`config.mk`:
```
export PLATFORM = sky130hd
export DESIGN_NAME = mem_ctrl_flat
export DESIGN_NICKNAME = d
export VERILOG_FILES = /design/src/rtl/mem_ctrl_if.sv /design/src/rtl/mem_ctrl.sv /design/src/flat_wrapper.sv
export SDC_FILE = /design/constraint.sdc
export NUM_CORES = 1
export LEC_CHECK = 0
export ABC_CLOCK_PERIOD_IN_PS = 1600
export CAP_MARGIN = 10
export CORE_AREA = 2 2 92 94
export CTS_CLUSTER_DIAMETER = 150
export CTS_CLUSTER_SIZE = 25
export DETAILED_ROUTE_END_ITERATION = 7
export DIE_AREA = 0 0 94 96
export GPL_TIMING_DRIVEN = 0
export HOLD_SLACK_MARGIN = 0.06
export SLEW_MARGIN = 10
export SYNTH_ARGS = -nofsm -noshare
export SYNTH_HDL_FRONTEND = slang
export SYNTH_SLANG_ARGS = --single-unit
```
`constraint.sdc`:
```
create_clock -name clk -period 1.6 [get_ports clk]
set_input_delay 0.16 -clock clk [delete_from_list [all_inputs] [get_ports clk]]
set_output_delay 0.16 -clock clk [all_outputs]
set_load 0.05 [all_outputs]
```
`src/rtl/mem_ctrl_if.sv`:
```
// Request/response handshake bundle between a requester and mem_ctrl.
// The requester uses the master modport; the controller uses the slave modport.
interface mem_ctrl_if #(
  parameter int unsigned WIDTH = 8,
  parameter int unsigned DEPTH = 4
) ();
  logic             req_valid;
  logic             req_ready;
  logic             req_write;
  logic [DEPTH-1:0] req_addr;
  logic [WIDTH-1:0] req_wdata;
  logic             rsp_valid;
  logic             rsp_ready;
  logic [WIDTH-1:0] rsp_rdata;

  modport master (
    output req_valid, req_write, req_addr, req_wdata, rsp_ready,
    input  req_ready, rsp_valid, rsp_rdata
  );

  modport slave (
    input  req_valid, req_write, req_addr, req_wdata, rsp_ready,
    output req_ready, rsp_valid, rsp_rdata
  );
endinterface

```
`src/rtl/mem_ctrl.sv`:
```
// Single-outstanding request sequencer in front of a single-port registered-read RAM,
// with wrapping debug counters for completed writes and delivered read responses.
module mem_ctrl #(
  parameter int unsigned WIDTH = 8,
  parameter int unsigned DEPTH = 4,
  parameter int unsigned CNT_W = 16
) (
  input  logic             clk,
  input  logic             rst_n,
  mem_ctrl_if.slave        bus,
  output logic             en,
  output logic             mem_write,
  output logic [DEPTH-1:0] mem_addr,
  output logic [WIDTH-1:0] mem_write_data,
  input  logic [WIDTH-1:0] mem_read_data,
  output logic             busy,
  output logic [CNT_W-1:0] wr_cnt,
  output logic [CNT_W-1:0] rd_cnt
);

  typedef enum logic [2:0] {
    IDLE  = 3'd0,
    WRITE = 3'd1,
    READ  = 3'd2,
    WAIT  = 3'd3,
    RESP  = 3'd4
  } state_t;

  state_t           state_q;
  state_t           state_d;
  logic [DEPTH-1:0] addr_q;
  logic [WIDTH-1:0] wdata_q;
  logic [WIDTH-1:0] rdata_q;
  logic             rsp_valid;
  logic             accept;

  // rst_n gates ready so nothing can be accepted while reset is asserted
  assign bus.req_ready  = (state_q == IDLE) && rst_n;
  assign accept         = bus.req_valid && bus.req_ready;
  assign bus.rsp_valid  = rsp_valid;
  assign bus.rsp_rdata  = rdata_q;
  assign mem_addr       = addr_q;
  assign mem_write_data = wdata_q;

  always_ff @(posedge clk or negedge rst_n) begin
    if (!rst_n) state_q <= IDLE;
    else        state_q <= state_d;
  end

  // RAM strobes come from the state register only, never from request inputs
  always_comb begin
    state_d   = state_q;
    en        = 1'b0;
    mem_write = 1'b0;
    busy      = 1'b1;
    rsp_valid = 1'b0;
    case (state_q)
      IDLE: begin
        busy = 1'b0;
        if (accept) state_d = bus.req_write ? WRITE : READ;
      end
      WRITE: begin
        en        = 1'b1;
        mem_write = 1'b1;
        state_d   = IDLE;
      end
      READ: begin
        en      = 1'b1;
        state_d = WAIT;
      end
      WAIT: state_d = RESP;
      RESP: begin
        rsp_valid = 1'b1;
        if (bus.rsp_ready) state_d = IDLE;
      end
      default: state_d = IDLE;
    endcase
  end

  always_ff @(posedge clk or negedge rst_n) begin
    if (!rst_n) begin
      addr_q  <= '0;
      wdata_q <= '0;
    end else if (accept) begin
      addr_q  <= bus.req_addr;
      wdata_q <= bus.req_wdata;
    end
  end

  // RAM read data is valid during WAIT and held in RESP until consumed
  always_ff @(posedge clk or negedge rst_n) begin
    if (!rst_n)                rdata_q <= '0;
    else if (state_q == WAIT)  rdata_q <= mem_read_data;
  end

  always_ff @(posedge clk or negedge rst_n) begin
    if (!rst_n) begin
      wr_cnt <= '0;
      rd_cnt <= '0;
    end else begin
      if (state_q == WRITE)                 wr_cnt <= wr_cnt + CNT_W'(1);
      if (state_q == RESP && bus.rsp_ready) rd_cnt <= rd_cnt + CNT_W'(1);
    end
  end

endmodule

```
`src/flat_wrapper.sv`:
```
// flat-port wrapper written by rule: the top's interface ports become plain ports
module mem_ctrl_flat 
#(
  parameter int unsigned WIDTH = 8,
  parameter int unsigned DEPTH = 4,
  parameter int unsigned CNT_W = 16
)
  (clk, rst_n, en, mem_write, mem_addr, mem_write_data, mem_read_data, busy, wr_cnt, rd_cnt, bus_req_valid, bus_req_write, bus_req_addr, bus_req_wdata, bus_rsp_ready, bus_req_ready, bus_rsp_valid, bus_rsp_rdata);
  mem_ctrl_if #(.WIDTH(WIDTH), .DEPTH(DEPTH)) bus_i ();
  input  logic clk;
  input  logic rst_n;
  output logic en;
  output logic mem_write;
  output logic [DEPTH-1:0] mem_addr;
  output logic [WIDTH-1:0] mem_write_data;
  input  logic [WIDTH-1:0] mem_read_data;
  output logic busy;
  output logic [CNT_W-1:0] wr_cnt;
  output logic [CNT_W-1:0] rd_cnt;
  input wire logic [$bits(bus_i.req_valid)-1:0] bus_req_valid;
  input wire logic [$bits(bus_i.req_write)-1:0] bus_req_write;
  input wire logic [$bits(bus_i.req_addr)-1:0] bus_req_addr;
  input wire logic [$bits(bus_i.req_wdata)-1:0] bus_req_wdata;
  input wire logic [$bits(bus_i.rsp_ready)-1:0] bus_rsp_ready;
  output wire logic [$bits(bus_i.req_ready)-1:0] bus_req_ready;
  output wire logic [$bits(bus_i.rsp_valid)-1:0] bus_rsp_valid;
  output wire logic [$bits(bus_i.rsp_rdata)-1:0] bus_rsp_rdata;
  assign bus_i.req_valid = bus_req_valid;
  assign bus_i.req_write = bus_req_write;
  assign bus_i.req_addr = bus_req_addr;
  assign bus_i.req_wdata = bus_req_wdata;
  assign bus_i.rsp_ready = bus_rsp_ready;
  assign bus_req_ready = bus_i.req_ready;
  assign bus_rsp_valid = bus_i.rsp_valid;
  assign bus_rsp_rdata = bus_i.rsp_rdata;
  mem_ctrl #(.WIDTH(WIDTH), .DEPTH(DEPTH), .CNT_W(CNT_W)) u_core (.clk(clk), .rst_n(rst_n), .bus(bus_i), .en(en), .mem_write(mem_write), .mem_addr(mem_addr), .mem_write_data(mem_write_data), .mem_read_data(mem_read_data), .busy(busy), .wr_cnt(wr_cnt), .rd_cnt(rd_cnt));
endmodule
```
* Word-level counts from Yosys, hierarchy flattened *
Index checks and enable logic that the tools add are counted.

storage, ports and cells
  register bits = 55
  bits in latches = 0
  RAM bits = 0
  bits in read-only memories = 0
  output and inout bits = 57
  memories = 0

cells by class
  add/sub/neg operators = 2
  multiply operators = 0
  divide/modulo/power cells = 0
  $lt $le $gt $ge = 0
  eq/ne operators = 6
  shift operators = 0
  multiplexer cells = 8
  bitwise logic cells = 0
  reductions and logical operators = 6

operator list
  kind                                                    number
  adder 16 x 1 -> 16 bit (second input constant)          2
  case mux 3 bit (4 select lines)                         1
  == test 3 x 2 -> 1 bit (second input constant)          2
  two-way mux 3 bit                                       2
  two-way mux 1 bit                                       4
  == test 3 x 1 -> 1 bit (second input constant)          1
  == test 3 bit (second input constant)                   1
  logical AND 1 bit                                       3
  zero test 3 bit                                         1
  two-way mux 2 bit                                       1
  inequality test 2 x 1 -> 1 bit (second input constant)  1
  inequality test 2 bit (second input constant)           1
  AND reduction 2 bit                                     1
  OR reduction 2 bit                                      1

* Logic depth before layout (Yosys ltp) *
  depth after elaboration = 5
  depth in mapped cells = 7

* Worst setup path before layout *
No wires, ideal clock.

  kind = register to register
  start point = reg u_core.state_q[1]
  end point = reg u_core.rd_cnt[12]
  setup time = 82 ps
  data arrival time = 1,959 ps
  required time = 1,518 ps
  path slack = -441 ps
  cell stages (with the launch flop) = 6
  buffers on the path = 1
  period minus slack after synthesis = 2,041 ps
  cells stage by stage = dfrtp_1 > buf_2 > nor3b_2 > nand4_1 > nor2_1 > xor2_1

on the way
  longest elaborated chain between the ends = 2

RTL lines
  element                 RTL line         text
  start, declared         mem_ctrl.sv:29   state_t state_q;
  start signal, assigned  mem_ctrl.sv:47   else state_q <= state_d;
  == test 3 bit           mem_ctrl.sv:102  if (state_q == RESP && bus.rsp_ready) rd_cnt <= rd_cnt + CNT_W'(1);
  logical AND 1 bit       mem_ctrl.sv:102
  end signal, assigned    mem_ctrl.sv:102
  end, declared           mem_ctrl.sv:18   output logic [CNT_W-1:0] rd_cnt

No other way between the ends.
A chain may end at the register's enable or synchronous reset.

* Final worst setup path *
  start point = reg u_core.state_q[2]
  end point = out bus_req_ready

on the way
  longest elaborated chain between the ends = 2

RTL lines
  element            RTL line            text
  zero test 3 bit    mem_ctrl.sv:38      assign bus.req_ready = (state_q == IDLE) && rst_n;
  logical AND 1 bit  mem_ctrl.sv:38
  end, declared      flat_wrapper.sv:25  output wire logic [$bits(bus_i.req_ready)-1:0] bus_req_ready;

No other way between the ends.

==> metrics.md <==
| Metric | Value |
|---|---|
| Clock Latency Late Sink | 0.30 ns |
| Fin area | 0.003664 sq mm |
| Die Width | 94 um |
| Hold WC Path Type | input port to async pin |
| Most common cell after layout, fill and taps aside | dlygate4sd2_1 |
| Status | finished, violations left |
| Final setup viols | 7 |
| CP required | 1.44 ns |
| DRC | 0 |
| Fraction of layout cells with a size suffix above 1 | 0.3074 |
| Sequential element share of the synthesized area | 0.5924 |
| Antenna cell count | 0 |
| TNS Setup | -0.2884 ns |
| CTS tree | built |
| CORE AREA | 0.008051 sq mm |
| Global-route usage over all layers | 0.1202 |
| Placed Area | 0.003395 sq mm |
| CTS clk-pin slew, worst paths | 0.09 ns |
| GPL Wtd Cong | 0.7129 |
| Full die area | 0.009024 sq mm |
| Routed WL | 5.276 mm |
| Clk buf depth | 2 |
| Syn_area_per_cell | 12.77 sq um |
| Largest net degree at the start of global routing | 59 |
| Critical path class | flip-flop to output pin |
| DR iter-0 viols | 84 |
| Crit path DAT | 1.53 ns |
| Setup slack after layout | -0.08850 ns |
| Final HPWL DP | 3.479 mm |
| Port bufs | 81 |
| Share of the synthesized area in the top cell type | 0.5924 |
| Post-Place Setup Slack | -0.4376 ns |
| Vias in the first global route | 1,798 |
| Post-Syn Nets | 209 |
| Tcrit/Tclk final | 1.055 |
| Cell Count, Final, Fillers Out | 388 |
| Startpoint Class | flip-flop |
| WL/cell | 13.60 um |
| Max_cap viols | 0 |
| Congestion Overflow GR | 0 |
| Post-DRT Antenna Nets | 0 |
| First-pass GRT wire length | 8.542 mm |
| Cells after DPL | 368 |
| Mapped Area | 0.002323 sq mm |
| Std cell rows | 33 |
| Pre-antenna DRT Iters | 4 |
| Layout area overhead | 57.67% |
| Clock skew | 0.003954 ns |
| Cells after Synth | 182 |
| CTS buffer count | 5 |
| Max-slew headroom | 0.6478 |
| PwrDens | 1772 mW/mm^2 |
| Clock Sinks | 55 |
| Initial antenna violation count | 0 |
| CP max FO | 3 |
| Fin Hold WS | -0.1951 ns |
| Commonest non-fill, non-tap cells in the layout | 52 x dlygate4sd2_1, 39 x dfrtp_1, 23 x xnor2_1, 23 x clkdlybuf4s50_1, 16 x dfrtp_2 |
| Worst setup EP type | output pin |
| Yosys reg bits | 55 |
| Static Leak | 0.001726 uW |
| Most area-consuming cells after synthesis | dfrtp_1 59%, mux2_2 10%, xnor2_1 9.0%, xor2_1 2.6%, nand2_1 2.3% |
| H-tree lvl count | 2 |
| Boundary Pins | 82 |
| Slew Viols, Final | 0 |
| Failing checks | hold timing, setup timing |
| Final nets | 309 |
| Largest area contributor in the netlist | dfrtp_1 |
| Maximum vdd drop | 0.0009575 V |
| Die height | 96 um |
| Initial Util | 0.2886 |
| Synthesis Warnings | 0 |
| RSZ-0062 raised after global routing | true |
| Fin crit period | 1.688 ns |
| Synth cell types | 29 |
| Fmax | 0.5922 GHz |
| Pwr Total | 6493 uW |
| Slew @ Worst Pin | 0.5283 ns |
| Routed via count | 1,754 |
| Clock root cell | clkbuf_8 |
| Vias per cell | 4.521 |
| Final hold vios | 55 |
==> cells by family after synthesis <==
logic type,share of synthesized area
compound gates,0.004846
xor+xnor,0.1169
fa+ha+maj,0.01077
buf+inv,0.01938
flops,0.5924
mux,0.1066
simple gates,0.1492
==> report_power, final <==
| part | internal [uW] | switching (uW) | leakage [uW] |
|---|---|---|---|
| sequential | 1790 | 277 | 0.000682 |
| combinational | 1380 | 2250 | 0.000996 |
| clock | 351 | 440 | 0.0000482 |
| total | 3520 | 2970 | 0.00173 |
==> critical path: stages, from the launching register on <==
cell and delay, ns:
dfrtp_2 0.43, or3_4 0.42, buf_12 0.15, nor2_4 0.07, buf_6 0.16
==> registers in the layout, indices dropped and copies added, names as in the netlist <==
register / count
u_core.bus.rsp_rdata: 8
u_core.rd_cnt: 16
u_core.mem_addr: 4
u_core.state_q: 3
u_core.mem_write_data: 8
u_core.wr_cnt: 16
==> synth_stat cells <==
master and count:
or3_1 2, nand4bb_1 1, nor3b_2 1, inv_1 4, buf_4 2, nor4_2 1
nor4_4 1, nor3_1 2, clkinv_2 1, a31oi_1 1, ha_1 2, or2_2 1
or2_1 1, nand3_1 7, xor2_1 7, and4_1 2, and3_1 4, mux2_1 1
nor4_1 2, xnor2_1 24, mux2_2 21, or3b_1 1, o21ai_0 1, nand2_1 14
buf_2 2, nand3b_1 1, nor2_1 12, dfrtp_1 55, nand4_1 8
==> metrics by stage <==
stage | utilization | hold WS, ns
6_report | 0.4550 | -0.1951
5_1_grt | 0.4550 | -0.1568
4_1_cts | 0.4474 | -0.06232
3_5_place_dp | 0.4216 | 0.2778
3_3_place_gp | 0.4219 | 0.4613
2_1_floorplan | - | -0.1356
==> area by class of cell <==
type	instances	area [sq um]
well taps	105	131.4
inverters	5	31.28
multi-input cells	118	1069
repair buffers	96	933.4
clock buffers	7	86.33
clock inverters	1	5.005
flip-flops and latches	55	1396
plain buffers	1	11.26
fillers	781	4388
==> metal layers <==
metal	global-route usage	wire length, um
met5	0	0
met4	0.03261	35
met3	0.03446	306
met2	0.2024	2502
met1	0.1519	2432
==> path summary, 6_finish.rpt <==
kind | slack, ns | to | startpoint | cells past startpoint
worst min register to register | 0.48 | u_core.wr_cnt[15] | u_core.wr_cnt[15] | 1
worst max register to register | -0.06 | u_core.wr_cnt[6] | u_core.state_q[1] | 6
min in group clk | 0.44 | u_core.state_q[0] | rst_n | 3
worst min-delay path | -0.20 | u_core.wr_cnt[12] | rst_n | 1
max in group asynchronous | 1.38 | u_core.rd_cnt[5] | rst_n | 1
worst max-delay path | -0.09 | bus_req_ready | u_core.state_q[2] | 4
==> timing repair <==
item / CTS / global route
gates cloned: 1 / 0
hold endpoints to repair: 55 / 55
gates resized for setup: 97 / 21
setup buffers: 8 / 7
pin swaps: 10 / 8
setup endpoints to repair: 81 / 38
Power figures use the tool's default switching activity.
